## src/rtl/tank_pkg.sv

```systemverilog
// Shared constants and types for the per-tank motion stage.
// Directions, command bit layout, default geometry, FSM encoding and the neighbour-cell helper.
package tank_pkg;

  localparam logic [1:0] DIR_UP    = 2'd0;
  localparam logic [1:0] DIR_DOWN  = 2'd1;
  localparam logic [1:0] DIR_LEFT  = 2'd2;
  localparam logic [1:0] DIR_RIGHT = 2'd3;

  localparam int CMD_GO = 2;

  localparam int CELL_PX_DEF  = 9;
  localparam int GRID_MAX_DEF = 12;

  typedef enum logic {
    ST_IDLE = 1'b0,
    ST_MOVE = 1'b1
  } state_t;

  typedef struct packed {
    logic signed [4:0] x;
    logic signed [4:0] y;
  } cell_s_t;

  // Signed 5-bit result so that 0-1 shows up as -1 rather than wrapping to 15.
  function automatic cell_s_t neighbour(input logic [3:0] cx, input logic [3:0] cy,
                                        input logic [1:0] dir);
    cell_s_t n;
    n.x = $signed({1'b0, cx});
    n.y = $signed({1'b0, cy});
    case (dir)
      DIR_UP:    n.y = n.y - 5'sd1;
      DIR_DOWN:  n.y = n.y + 5'sd1;
      DIR_LEFT:  n.x = n.x - 5'sd1;
      DIR_RIGHT: n.x = n.x + 5'sd1;
      default: ;
    endcase
    return n;
  endfunction

endpackage

```

## src/rtl/tank_mover_tick_divider.sv

```systemverilog
// Prescaler: emits a one-cycle step strobe on every STEP_DIV-th tick.
// The strobe is combinational so a step lands on the same edge as the tick that completes the count.
module tick_divider #(
  parameter int STEP_DIV = 1
) (
  input  logic clk,
  input  logic resetn,
  input  logic i_clear,
  input  logic i_tick,
  output logic o_step
);

  localparam int CW = (STEP_DIV > 1) ? $clog2(STEP_DIV) : 1;
  localparam logic [CW-1:0] LAST = CW'(STEP_DIV - 1);

  logic [CW-1:0] r_cnt;
  logic          w_wrap;

  assign w_wrap = (r_cnt == LAST);
  assign o_step = i_tick && w_wrap && !i_clear;

  always_ff @(posedge clk or negedge resetn) begin
    if (!resetn) begin
      r_cnt <= '0;
    end else if (i_clear) begin
      r_cnt <= '0;
    end else if (i_tick) begin
      r_cnt <= w_wrap ? '0 : r_cnt + 1'b1;
    end
  end

endmodule

```

## src/rtl/tank_mover.sv

```systemverilog
// Per-tank motion stage: accepts a one-cell move command and animates the tank pixel by pixel.
// Reports pixel position, facing, a busy flag and the source/target cells for collision checks.
module tank_mover
  import tank_pkg::*;
#(
  parameter int CELL_PX  = CELL_PX_DEF,
  parameter int GRID_MAX = GRID_MAX_DEF,
  parameter int INIT_GX  = 0,
  parameter int INIT_GY  = 0,
  parameter int INIT_DIR = 0,
  parameter int STEP_DIV = 1
) (
  input  logic       clk,
  input  logic       resetn,
  input  logic       tick,
  input  logic [2:0] cmd,
  input  logic       kill,
  output logic [7:0] pos_x,
  output logic [6:0] pos_y,
  output logic [1:0] facing,
  output logic       moving,
  output logic [3:0] cell_ax,
  output logic [3:0] cell_ay,
  output logic [3:0] cell_bx,
  output logic [3:0] cell_by
);

  localparam int SW = (CELL_PX > 1) ? $clog2(CELL_PX) : 1;
  localparam logic [SW-1:0]     STEP_LAST  = SW'(CELL_PX - 1);
  localparam logic [3:0]        INIT_CX    = 4'(INIT_GX);
  localparam logic [3:0]        INIT_CY    = 4'(INIT_GY);
  localparam logic [7:0]        INIT_PX    = 8'(INIT_GX * CELL_PX);
  localparam logic [6:0]        INIT_PY    = 7'(INIT_GY * CELL_PX);
  localparam logic [1:0]        INIT_FACE  = 2'(INIT_DIR);
  localparam logic signed [4:0] GRID_MAX_S = 5'(GRID_MAX);

  state_t        r_state;
  logic [7:0]    r_pos_x;
  logic [6:0]    r_pos_y;
  logic [1:0]    r_facing;
  logic          r_moving;
  logic [3:0]    r_cell_ax, r_cell_ay, r_cell_bx, r_cell_by;
  logic [SW-1:0] r_step;

  cell_s_t w_nb;
  logic    w_legal;
  logic    w_start;
  logic    w_step;

  assign w_nb    = neighbour(r_cell_ax, r_cell_ay, cmd[1:0]);
  assign w_legal = !w_nb.x[4] && !w_nb.y[4] && (w_nb.x <= GRID_MAX_S) && (w_nb.y <= GRID_MAX_S);
  assign w_start = (r_state == ST_IDLE) && cmd[CMD_GO] && !kill && w_legal;

  // Ticks only count while moving; the accepting cycle's tick is deliberately dropped.
  tick_divider #(
    .STEP_DIV(STEP_DIV)
  ) u_div (
    .clk    (clk),
    .resetn (resetn),
    .i_clear(kill || w_start),
    .i_tick (tick && (r_state == ST_MOVE)),
    .o_step (w_step)
  );

  always_ff @(posedge clk or negedge resetn) begin
    if (!resetn) begin
      r_state   <= ST_IDLE;
      r_pos_x   <= INIT_PX;
      r_pos_y   <= INIT_PY;
      r_facing  <= INIT_FACE;
      r_moving  <= 1'b0;
      r_cell_ax <= INIT_CX;
      r_cell_ay <= INIT_CY;
      r_cell_bx <= INIT_CX;
      r_cell_by <= INIT_CY;
      r_step    <= '0;
    end else if (kill) begin
      r_state   <= ST_IDLE;
      r_pos_x   <= INIT_PX;
      r_pos_y   <= INIT_PY;
      r_facing  <= INIT_FACE;
      r_moving  <= 1'b0;
      r_cell_ax <= INIT_CX;
      r_cell_ay <= INIT_CY;
      r_cell_bx <= INIT_CX;
      r_cell_by <= INIT_CY;
      r_step    <= '0;
    end else begin
      case (r_state)
        ST_IDLE: begin
          if (cmd[CMD_GO]) begin
            r_facing <= cmd[1:0];
            if (w_legal) begin
              r_cell_bx <= w_nb.x[3:0];
              r_cell_by <= w_nb.y[3:0];
              r_moving  <= 1'b1;
              r_step    <= '0;
              r_state   <= ST_MOVE;
            end
          end
        end
        ST_MOVE: begin
          if (w_step) begin
            case (r_facing)
              DIR_UP:    r_pos_y <= r_pos_y - 7'd1;
              DIR_DOWN:  r_pos_y <= r_pos_y + 7'd1;
              DIR_LEFT:  r_pos_x <= r_pos_x - 8'd1;
              DIR_RIGHT: r_pos_x <= r_pos_x + 8'd1;
              default: ;
            endcase
            if (r_step == STEP_LAST) begin
              r_cell_ax <= r_cell_bx;
              r_cell_ay <= r_cell_by;
              r_moving  <= 1'b0;
              r_step    <= '0;
              r_state   <= ST_IDLE;
            end else begin
              r_step <= r_step + 1'b1;
            end
          end
        end
        default: r_state <= ST_IDLE;
      endcase
    end
  end

  assign pos_x   = r_pos_x;
  assign pos_y   = r_pos_y;
  assign facing  = r_facing;
  assign moving  = r_moving;
  assign cell_ax = r_cell_ax;
  assign cell_ay = r_cell_ay;
  assign cell_bx = r_cell_bx;
  assign cell_by = r_cell_by;

endmodule

```

## config.mk

```make
export PLATFORM = sky130hd
export DESIGN_NAME = tank_mover
export DESIGN_NICKNAME = d
export VERILOG_FILES = /design/src/rtl/tank_pkg.sv /design/src/rtl/tank_mover_tick_divider.sv /design/src/rtl/tank_mover.sv
export SDC_FILE = /design/constraint.sdc
export NUM_CORES = 1
export LEC_CHECK = 0
export ABC_AREA = 1
export BUFFER_PORTS_ARGS = -buffer_cell sky130_fd_sc_hd__buf_2
export CORE_ASPECT_RATIO = 1.25
export CORE_MARGIN = 5
export CORE_UTILIZATION = 50
export CTS_BUF_LIST = sky130_fd_sc_hd__clkbuf_2 sky130_fd_sc_hd__clkbuf_4 sky130_fd_sc_hd__clkbuf_8
export CTS_CLUSTER_SIZE = 40
export DETAILED_ROUTE_END_ITERATION = 6
export PLACE_DENSITY = 0.72
export SLEW_MARGIN = 20
export SYNTH_ARGS = -nofsm -noshare
export SYNTH_HDL_FRONTEND = slang
export SYNTH_SLANG_ARGS = --single-unit
```

## constraint.sdc

```tcl
create_clock -name clk -period 4.2 [get_ports clk]
set_input_delay 0.42 -clock clk [delete_from_list [all_inputs] [get_ports clk]]
set_output_delay 0.42 -clock clk [all_outputs]
set_load 0.05 [all_outputs]
```

==> impl_metrics.toml, run 1 <==
[outcome]
outcome = "finished clean"

[yosys]
synthFlopType = "dfrtp_1"
yosys.area.top_type = "dfrtp_1"
ys_warn_count = 0
yosys.area.top_type_share_pct = 37.6
synth.area.top_cells = "dfrtp_1 38%, nand2_1 12%, ha_1 9.2%, nand3_1 6.6%, inv_1 6.2%"
yosysMostFrequentCell = "nand2_1"
synth_fp_nets = 361
synthesis.area_sq_um = 2600
seq_area_frac_synth_pct = 37.6
synth_edf_count = 0
ys_types = 30
ys_seq_elements = 39
synthArstFlopShare_pct = 100
syn_inst = 331
synth.avg_cell_area_sq_um = 7.85
synth.top_cells.by_count = "80 x nand2_1, 43 x inv_1, 39 x dfrtp_1, 34 x nand3_1"

[routing]
first_iter_violations = 90
wl_met2_um = 2920
route.detailed.drc = 0
post_drt_wl_per_cell_um = 13.1
top_layer = "met4"
drt_wl_total_um = 5750
drt-met1-wl_um = 2510
ant_nets = 0
wl_met3_um = 238
num_vias = 2258
avgViaCountPerCell = 5.16
first_pass_iters = 4

[pwr]
ir_drop_mv = 0.158
p_per_area_nw_per_um2 = 324
leakage_nw = 1.62

[sta]
setup_tns_ns = 0
max_slew.worst_pin.slew_ns = 0.899
hold_viol = 0
max_freq_mhz = 467
finClkSkew_ns = 0.00393
setup_violations = 0
slew_violations = 0
period_share_pct = 51.0
relSlewSlack_pct = 40.1
fin_crit_ns = 2.14
rsz0062_at_grt = "false"

[layout]
layout-drive-gt1-share_pct = 20.2
fill_cells = 473
area_growth_pct = 14.7
nets = 405
n_antenna_cell = 0
layoutNonFillerInstCount = 438

[die]
start_util_pct = 51.1
die_area_sq_um = 6750
core_region_area_sq_um = 5080
fp.dieH_um = 90.6
io_pins = 41
die_w_um = 74.5
row_count = 29

[clock_network]
cts.path.max_buffers = 2
cts_tree = "built"
clk_pin_slew_ns = 0.08
ctsHoldBuffers = 0
insertion_delay_ns = 0.29
cts_setup_buffers = 0
cts_sinks = 39
cts-root-buf = "clkbuf_8"
cts_resized = 0
htreeDepth = 2
cts_inserted_buffers = 5

[setup_path]
cpLargestDelayFamily = "simple AND/OR/NAND/NOR gates"
cp_slowest_cell = "fa_1"
cp_data_arrival_time_ns = 2.32
cp.required_ns = 4.38
critPathMaxStageDelay_ns = 0.45
endpoint_kind = "flop"
rrSetupSlack_ns = 2.06
critPathMaxFanout = 17
path_class = "reg -> reg"
worst_path_most_repeated_cell = "nand3_1"
path_buf_inv = 2
worstPathCellList = "inv_1 -> fa_1 -> inv_1 -> nand3_1 -> nand3_1 -> nand3_1 -> nor2_4 -> nand4_4 -> nand3_1 -> o21ai_2"
startpoint_type = "flop"

[grt]
grt_pass1_vias = 2140
antenna_found_initial = 0
grt_pass1_wl_um = 9750
grt_overflow_total = 0
grt_max_degree = 40
track_usage_pct = 18.2

[place]
portBuffers = 40
place_inst = 430
routabilityCongestion = 0.844
dp_hpwl_um = 4420

[flow_run]
max-cap-violations = 0

[min_path]
hold_class = "in -> async"
==> routing by layer <==
metal | vias to the layer above | global-route usage (%)
met3 | 6 | 2.90
met2 | 45 | 30.9
met1 | 1045 | 23.4
li1 | 1162 | -
met4 | 0 | 5.04
met5 | - | 0
==> metrics by stage <==
stage	area [sq um]	util [%]	total power, mW	setup slack (ns)	hold WS, ns
finish	2980	58.7	0.967	2.06	0.251
global route	2980	58.7	1.01	1.80	0.325
CTS	2980	58.7	0.977	2.04	0.287
detailed placement	2840	56.0	0.596	1.76	0.477
global placement	2840	56.0	0.593	1.85	0.476
floorplan	2600	-	0.550	1.92	0.124
==> sequential cells by signal, summed over array words and instances (netlist names), 2 cells and up <==
name and cells:
r_step 4, cell_by 4, cell_ax 4, pos_x 8
facing 2, cell_ay 4, cell_bx 4, pos_y 7
==> final cells by class <==
type                    count  area [sq um]  share of cell area [%]
flip-flops and latches     39           976                    32.7
inverters                  52           195                    6.55
well taps                  62          77.6                    2.60
clock buffers               6          76.3                    2.56
repair buffers             40           200                    6.72
clock inverters             2          60.1                    2.02
multi-input cells         237          1400                    46.8
==> report_power, final <==
part           switching [mW]  internal, mW  total (mW)
clock                   0.135         0.244       0.379
combinational           0.133        0.0518       0.185
sequential             0.0133         0.389       0.402
==> layout by cell type, fill, tap and decap left out, types with 5 or more instances in the layout <==
master | synthesis | layout
nand3_1 | 34 | 34
inv_2 | 9 | 9
buf_2 | 1 | 40
o21ai_1 | 19 | 19
a21oi_1 | 12 | 12
clkbuf_8 | 0 | 5
nor2_1 | 18 | 18
dfrtp_1 | 39 | 39
o21ai_2 | 9 | 9
o21ai_0 | 11 | 11
inv_1 | 43 | 43
nand2_1 | 80 | 80
ha_1 | 19 | 19
==> cell families after synthesis <==
logic type                 count (synthesis)  share of synthesized area [%]
DFF                                       39                           37.6
AOI/OAI and AO/OA                         56                           12.6
and+or+nand+nor                          150                           26.2
buffers and inverters                     55                           8.72
adders and majority gates                 23                           12.2
xor gates and xnor gates                   8                           2.70
==> worst paths after layout <==
check	from	to	depth (start not counted)
min in group clk	cmd[2]	facing[1]$_DFFE_PN0P_	3
worst max-delay path	cell_ax[0]$_DFFE_PN0P_	cell_by[0]$_DFFE_PN0P_	10
max in group asynchronous	resetn	r_step[0]$_DFFE_PN0P_	1
worst max register to register	cell_ax[0]$_DFFE_PN0P_	cell_by[0]$_DFFE_PN0P_	10
worst min-delay path	resetn	pos_y[4]$_DFFE_PN0P_	1
worst min register to register	moving$_DFFE_PN0P_	moving$_DFFE_PN0P_	2
Note: power is estimated with default switching activity, not from simulation.
==> run 2: changes to the inputs <==
- ABC_AREA: 1 -> 0
- PLACE_DENSITY: 0.72 -> 0.71
- clock period: 4.2 -> 2.1 ns (I/O delays scaled with it)
==> impl_metrics.toml, run 2 <==
[outcome]
violations = "negative setup slack"
outcome = "finished with violations"

[yosys]
synthArstFlopShare_pct = 100
yosys.area.top_type_share_pct = 35.8
ys_warn_count = 0
synthesis.area_sq_um = 2730
ys_seq_elements = 39
synth.avg_cell_area_sq_um = 9.19
synth_fp_nets = 327
ys_types = 56
synth.top_cells.by_count = "39 x dfrtp_1, 35 x nor2_1, 21 x nand2_1, 20 x a21oi_1"
syn_inst = 297
yosysMostFrequentCell = "dfrtp_1"
yosys.area.top_type = "dfrtp_1"
synth_edf_count = 0
synth.area.top_cells = "dfrtp_1 36%, ha_1 8.7%, nor2_1 4.8%, mux2i_1 4.8%, a21oi_1 3.7%"
seq_area_frac_synth_pct = 35.8
synthFlopType = "dfrtp_1"

[die]
die_w_um = 76.1
start_util_pct = 50.8
row_count = 30
die_area_sq_um = 7040
fp.dieH_um = 92.6
io_pins = 41
core_region_area_sq_um = 5370

[routing]
first_pass_iters = 4
route.detailed.drc = 0
first_iter_violations = 156
post_drt_wl_per_cell_um = 17.0
drt_wl_total_um = 7800
ant_nets = 0
avgViaCountPerCell = 5.61
num_vias = 2570

[place]
dp_hpwl_um = 5120
placed_cell_area_sq_um = 3480
portBuffers = 40
routabilityCongestion = 0.831

[setup_path]
cp_data_arrival_time_ns = 2.47
cp_slowest_cell = "dfrtp_2"
startpoint_type = "flop"
cp-startpoint = "facing[1]$_DFFE_PN0P_"
reg2reg_to = "pos_x[7]$_DFFE_PN0P_"
worstPathCellList = "nand2_4 -> ha_4 -> and3_4 -> a221o_1 -> o41ai_2 -> xnor2_1 -> or3_1 -> a21oi_2"
rrSetupSlack_ns = -0.14
critPathMaxStageDelay_ns = 0.45
endpoint_kind = "flop"
path_class = "reg -> reg"
critPathMaxFanout = 6
cp.required_ns = 2.33
ff2ff_path_depth = 8
r2r_start = "facing[1]$_DFFE_PN0P_"

[layout]
mostFrequentLayoutCells = "50 x buf_4, 40 x buf_2, 35 x nor2_1, 27 x dfrtp_1, 18 x nand2_1"
multi_input_area_sq_um = 2040
layout-drive-gt1-share_pct = 50.3
largest_reg_flops = 8
nets = 423
layout_commonest_cell = "buf_4"
n_antenna_cell = 0
design_area_sq_um = 3960
seqCellArea_sq_um = 993
area_growth_pct = 45.3
fill_cells = 377

[sta]
finClkSkew_ns = 0.00376
setup_tns_ns = -0.869
fin_crit_ns = 2.24
slew_violations = 0
setup_slack_ns = -0.142
relSlewSlack_pct = 66.1
hold_viol = 0
rsz0062_at_grt = "true"
period_share_pct = 107
max_slew.worst_pin.slew_ns = 0.508
max_freq_mhz = 446
setup_violations = 14

[grt]
grt_overflow_total = 0
antenna_found_initial = 0
grt_pass1_wl_um = 12200
track_usage_pct = 20.8
grt_pass1_vias = 2592
grt_max_degree = 24

[min_path]
worstHoldPathCells = 3
hp-start = "tick"
hold_class = "in -> reg"
hold_end = "r_step[1]$_DFFE_PN0P_"

[pwr]
power_frac_seq_pct = 43.3
leakage_nw = 1.80
pwr-share-comb_pct = 29.1
ir_drop_mv = 0.460
internal-power_mw = 1.23
switching_share_pct = 34.0
power_switching_mw = 0.631
p_per_area_nw_per_um2 = 468
pwr-share-clk_pct = 27.5

[clock_network]
cts.path.max_buffers = 2
cts-root-buf = "clkbuf_8"
htreeDepth = 2
cts_inserted_buffers = 5
cts_tree = "built"
cts_sinks = 39
insertion_delay_ns = 0.30
clk_pin_slew_ns = 0.08

[flow_run]
max-cap-violations = 0
run 2: changes by cell type after synthesis, moves of 9 or more:
cell	delta
nand2_1	-59
inv_1	-24
nand3_1	-20
o21ai_1	-19
nor2_1	+17
mux2i_1	+13
inv_2	-9
o21ai_2	-9
run 2: kinds of logic (layout without fill, tap and decap cells):
logic type / after synthesis / after routing / share of synthesized area [%]
flops: 39 / 39 / 35.8
mux: 15 / 15 / 5.59
compound gates: 65 / 66 / 17.3
xor+xnor: 11 / 11 / 3.53
buf+inv: 31 / 127 / 4.91
fa+ha+maj: 23 / 23 / 11.6
simple gates: 113 / 113 / 21.3
run 2: how the worst max path moves through the flow:
stage | to | slack (ns) | cells after the start
after floorplan | pos_x[7]$_DFFE_PN0P_ | -0.22 | 8
after global placement | cell_bx[3]$_DFFE_PN0P_ | -0.12 | 12
after detailed placement | r_state$_DFF_PN0_ | -0.16 | 11
after CTS | pos_x[7]$_DFFE_PN0P_ | -0.13 | 8
after global routing | pos_x[7]$_DFFE_PN0P_ | -0.22 | 8
final | pos_x[7]$_DFFE_PN0P_ | -0.14 | 8
run 2: critical path, delay by kind of cell (launching register included):
| family | cells | cell delay [ns] |
|---|---|---|
| AO/OA/AOI/OAI | 3 | 0.72 |
| AND/OR/NAND/NOR | 3 | 0.65 |
| flip-flops | 1 | 0.45 |
| adder cells (fa/ha/maj) | 1 | 0.22 |
| XOR/XNOR | 1 | 0.14 |
run 2: metrics by stage:
| stage | std cells | setup slack, ns | hold WS (ns) | util (%) | power, mW |
|---|---|---|---|---|---|
| after floorplan | 297 | -0.221 | -0.0856 | - | 1.13 |
| after global placement | 435 | -0.115 | 0.177 | 64.8 | 1.27 |
| after detailed placement | 435 | -0.158 | 0.185 | 64.8 | 1.27 |
| after CTS | 449 | -0.130 | 0.209 | 68.2 | 1.81 |
| after global routing | 458 | -0.218 | 0.219 | 73.8 | 1.95 |
| final | 458 | -0.142 | 0.216 | 73.8 | 1.86 |
run 2: area by class of cell:
cell class,count,area share (%)
well taps,64,2.02
clock inverters,3,0.379
inverters,20,1.96
flip-flops and latches,39,25.1
repair buffers,99,17.5
clock buffers,5,1.74
multi-input cells,228,51.4
run 2: power groups by stage:
stage | clock network [mW] | logic [mW] | registers, mW
6_report | 0.511 | 0.541 | 0.804
3_5_place_dp | 0 | 0.457 | 0.818
5_1_grt | 0.558 | 0.583 | 0.809
2_1_floorplan | 0 | 0.232 | 0.896
4_1_cts | 0.521 | 0.483 | 0.803
3_3_place_gp | 0 | 0.448 | 0.817
run 2: metal layers:
layer / track usage (%) / up-vias / share of wire (%)
li1: - / 1259 / -
met1: 25.2 / 1256 / 40
met2: 37.2 / 45 / 55
met3: 3.70 / 10 / 3.3
met4: 6.56 / 0 / 1.5
met5: 0 / - / 0
run 2: what timing repair did:
| action | in CTS | in global routing |
|---|---|---|
| hold buffers | 1 | 0 |
| gates cloned | 0 | 1 |
| hold endpoints to repair | 17 | 0 |
| setup buffers | 5 | 9 |
| setup endpoints to repair | 13 | 18 |
| resized for setup | 13 | 45 |
| pin swaps | 16 | 35 |
==> run 3: changes to the inputs <==
- SKIP_CTS_REPAIR_TIMING: unset -> 1
- SKIP_LAST_GASP: unset -> 1
==> impl_metrics.toml, run 3 (synthesis results as in run 2) <==
[die]
die_area_sq_um = 7040
fp.dieH_um = 92.6
row_count = 30
die_w_um = 76.1
io_pins = 41
start_util_pct = 50.8
core_region_area_sq_um = 5370

[sta]
max_slew.worst_pin.slew_ns = 0.501
setup_violations = 14
fin_crit_ns = 2.21
finClkSkew_ns = 0.00512
hold_viol = 0
period_share_pct = 105
setup_slack_ns = -0.115
rsz0062_at_grt = "true"
slew_violations = 0
relSlewSlack_pct = 66.6
max_freq_mhz = 451

[clock_network]
insertion_delay_ns = 0.30
cts.path.max_buffers = 2
clk_pin_slew_ns = 0.08
htreeDepth = 2
cts_sinks = 39
cts-root-buf = "clkbuf_8"
cts_tree = "built"
cts_inserted_buffers = 5

[setup_path]
critPathMaxStageDelay_ns = 0.40
rrSetupSlack_ns = -0.11
startpoint_type = "flop"
cp_data_arrival_time_ns = 2.39
cp_slowest_cell = "dfrtp_2"
worstPathCellList = "inv_2 -> fa_2 -> xor2_1 -> o21ai_1 -> o211ai_1 -> o21ba_4 -> buf_4 -> a21oi_2 -> a211oi_2"
r2r_start = "cell_ay[1]$_DFFE_PN0P_"
endpoint_kind = "flop"
cp.required_ns = 2.27
critPathMaxFanout = 3
path_class = "reg -> reg"
reg2reg_to = "cell_by[3]$_DFFE_PN0P_"
ff2ff_path_depth = 9

[pwr]
p_per_area_nw_per_um2 = 474
leakage_nw = 1.79
power_mw = 1.86
ir_drop_mv = 0.460

[routing]
num_vias = 2610
avgViaCountPerCell = 5.70
drt_wl_total_um = 7690
post_drt_wl_per_cell_um = 16.8
route.detailed.drc = 0
first_iter_violations = 131
first_pass_iters = 4
ant_nets = 0

[grt]
grt_pass1_vias = 2597
grt_overflow_total = 0
grt_pass1_wl_um = 12000
track_usage_pct = 20.6
grt_max_degree = 24
antenna_found_initial = 0

[flow_run]
max-cap-violations = 0

[min_path]
hp-start = "tick"
hold_end = "r_step[1]$_DFFE_PN0P_"
hold_class = "in -> reg"
worstHoldPathCells = 3

[place]
dp_hpwl_um = 5120
dp_slack_ns = -0.158
routabilityCongestion = 0.831
portBuffers = 40

[layout]
largest_reg_flops = 8
mostFrequentLayoutCells = "50 x buf_4, 40 x buf_2, 35 x nor2_1, 27 x dfrtp_1, 17 x nand2_1"
n_antenna_cell = 0
fill_cells = 374
area_growth_pct = 43.9
multi_input_area_sq_um = 2000
layout-drive-gt1-share_pct = 48.2
layout_commonest_cell = "buf_4"
seqCellArea_sq_um = 993
nets = 423

[outcome]
outcome = "finished with violations"
violations = "negative setup slack"
==> run 3: cell counts in the layout (fill, tap and decap cells not counted) <==
Identical to the previous run, type by type.
==> run 3: worst max-delay path by stage <==
stage | from | endpoint | slack (ns) | cells after the start
after CTS | facing[1]$_DFFE_PN0P_ | pos_x[7]$_DFFE_PN0P_ | -0.13 | 8
after global routing | facing[0]$_DFFE_PN0P_ | pos_y[6]$_DFFE_PN0P_ | -0.22 | 9
after detailed placement | cmd[1] | r_state$_DFF_PN0_ | -0.16 | 11
after global placement | cmd[1] | cell_bx[3]$_DFFE_PN0P_ | -0.12 | 12
final | cell_ay[1]$_DFFE_PN0P_ | cell_by[3]$_DFFE_PN0P_ | -0.11 | 9
after floorplan | facing[1]$_DFFE_PN0P_ | pos_x[7]$_DFFE_PN0P_ | -0.22 | 8
==> run 3: worst max-delay path, delay by kind of cell, from the launching register on <==
| family | cells | cell delay [ns] |
|---|---|---|
| flip-flops | 1 | 0.40 |
| XOR/XNOR | 1 | 0.16 |
| AO/OA/AOI/OAI | 5 | 0.94 |
| buffers and inverters | 2 | 0.21 |
| adder cells (fa/ha/maj) | 1 | 0.38 |
==> run 3: final cells by class <==
| type | count | area share (%) |
|---|---|---|
| Multi-Input combinational cell | 228 | 50.9 |
| Sequential cell | 39 | 25.3 |
| Timing Repair Buffer | 99 | 17.7 |
| Tap cell | 64 | 2.04 |
| Inverter | 20 | 1.98 |
| Clock buffer | 5 | 1.75 |
| Clock inverter | 3 | 0.382 |
==> run 3: routing by layer <==
metal / wire length, um / vias up / GRT usage, % / share of wire (%)
met3: 332 / 13 / 3.70 / 4.3
met4: 150 / 0 / 6.56 / 2.0
li1: - / 1254 / - / -
met5: 0 / - / 0 / 0
met1: 3060 / 1277 / 24.1 / 40
met2: 4140 / 66 / 37.6 / 54
==> run 3: power breakdown <==
part           internal, mW  switching, mW
logic                 0.228          0.319
clock network         0.228          0.283
registers             0.776         0.0278
total                  1.23          0.630
==> run 3: stage by stage <==
step	cells	utilization [%]	area [sq um]	setup TNS [ns]	hold slack (ns)
finish	458	73.1	3930	-0.763	0.217
global route	458	73.1	3930	-2.10	0.219
CTS	443	66.4	3560	-1.03	-0.141
detailed placement	435	64.8	3480	-1.66	0.185
global placement	435	64.8	3480	-0.979	0.177
floorplan	297	-	2910	-0.788	-0.0856
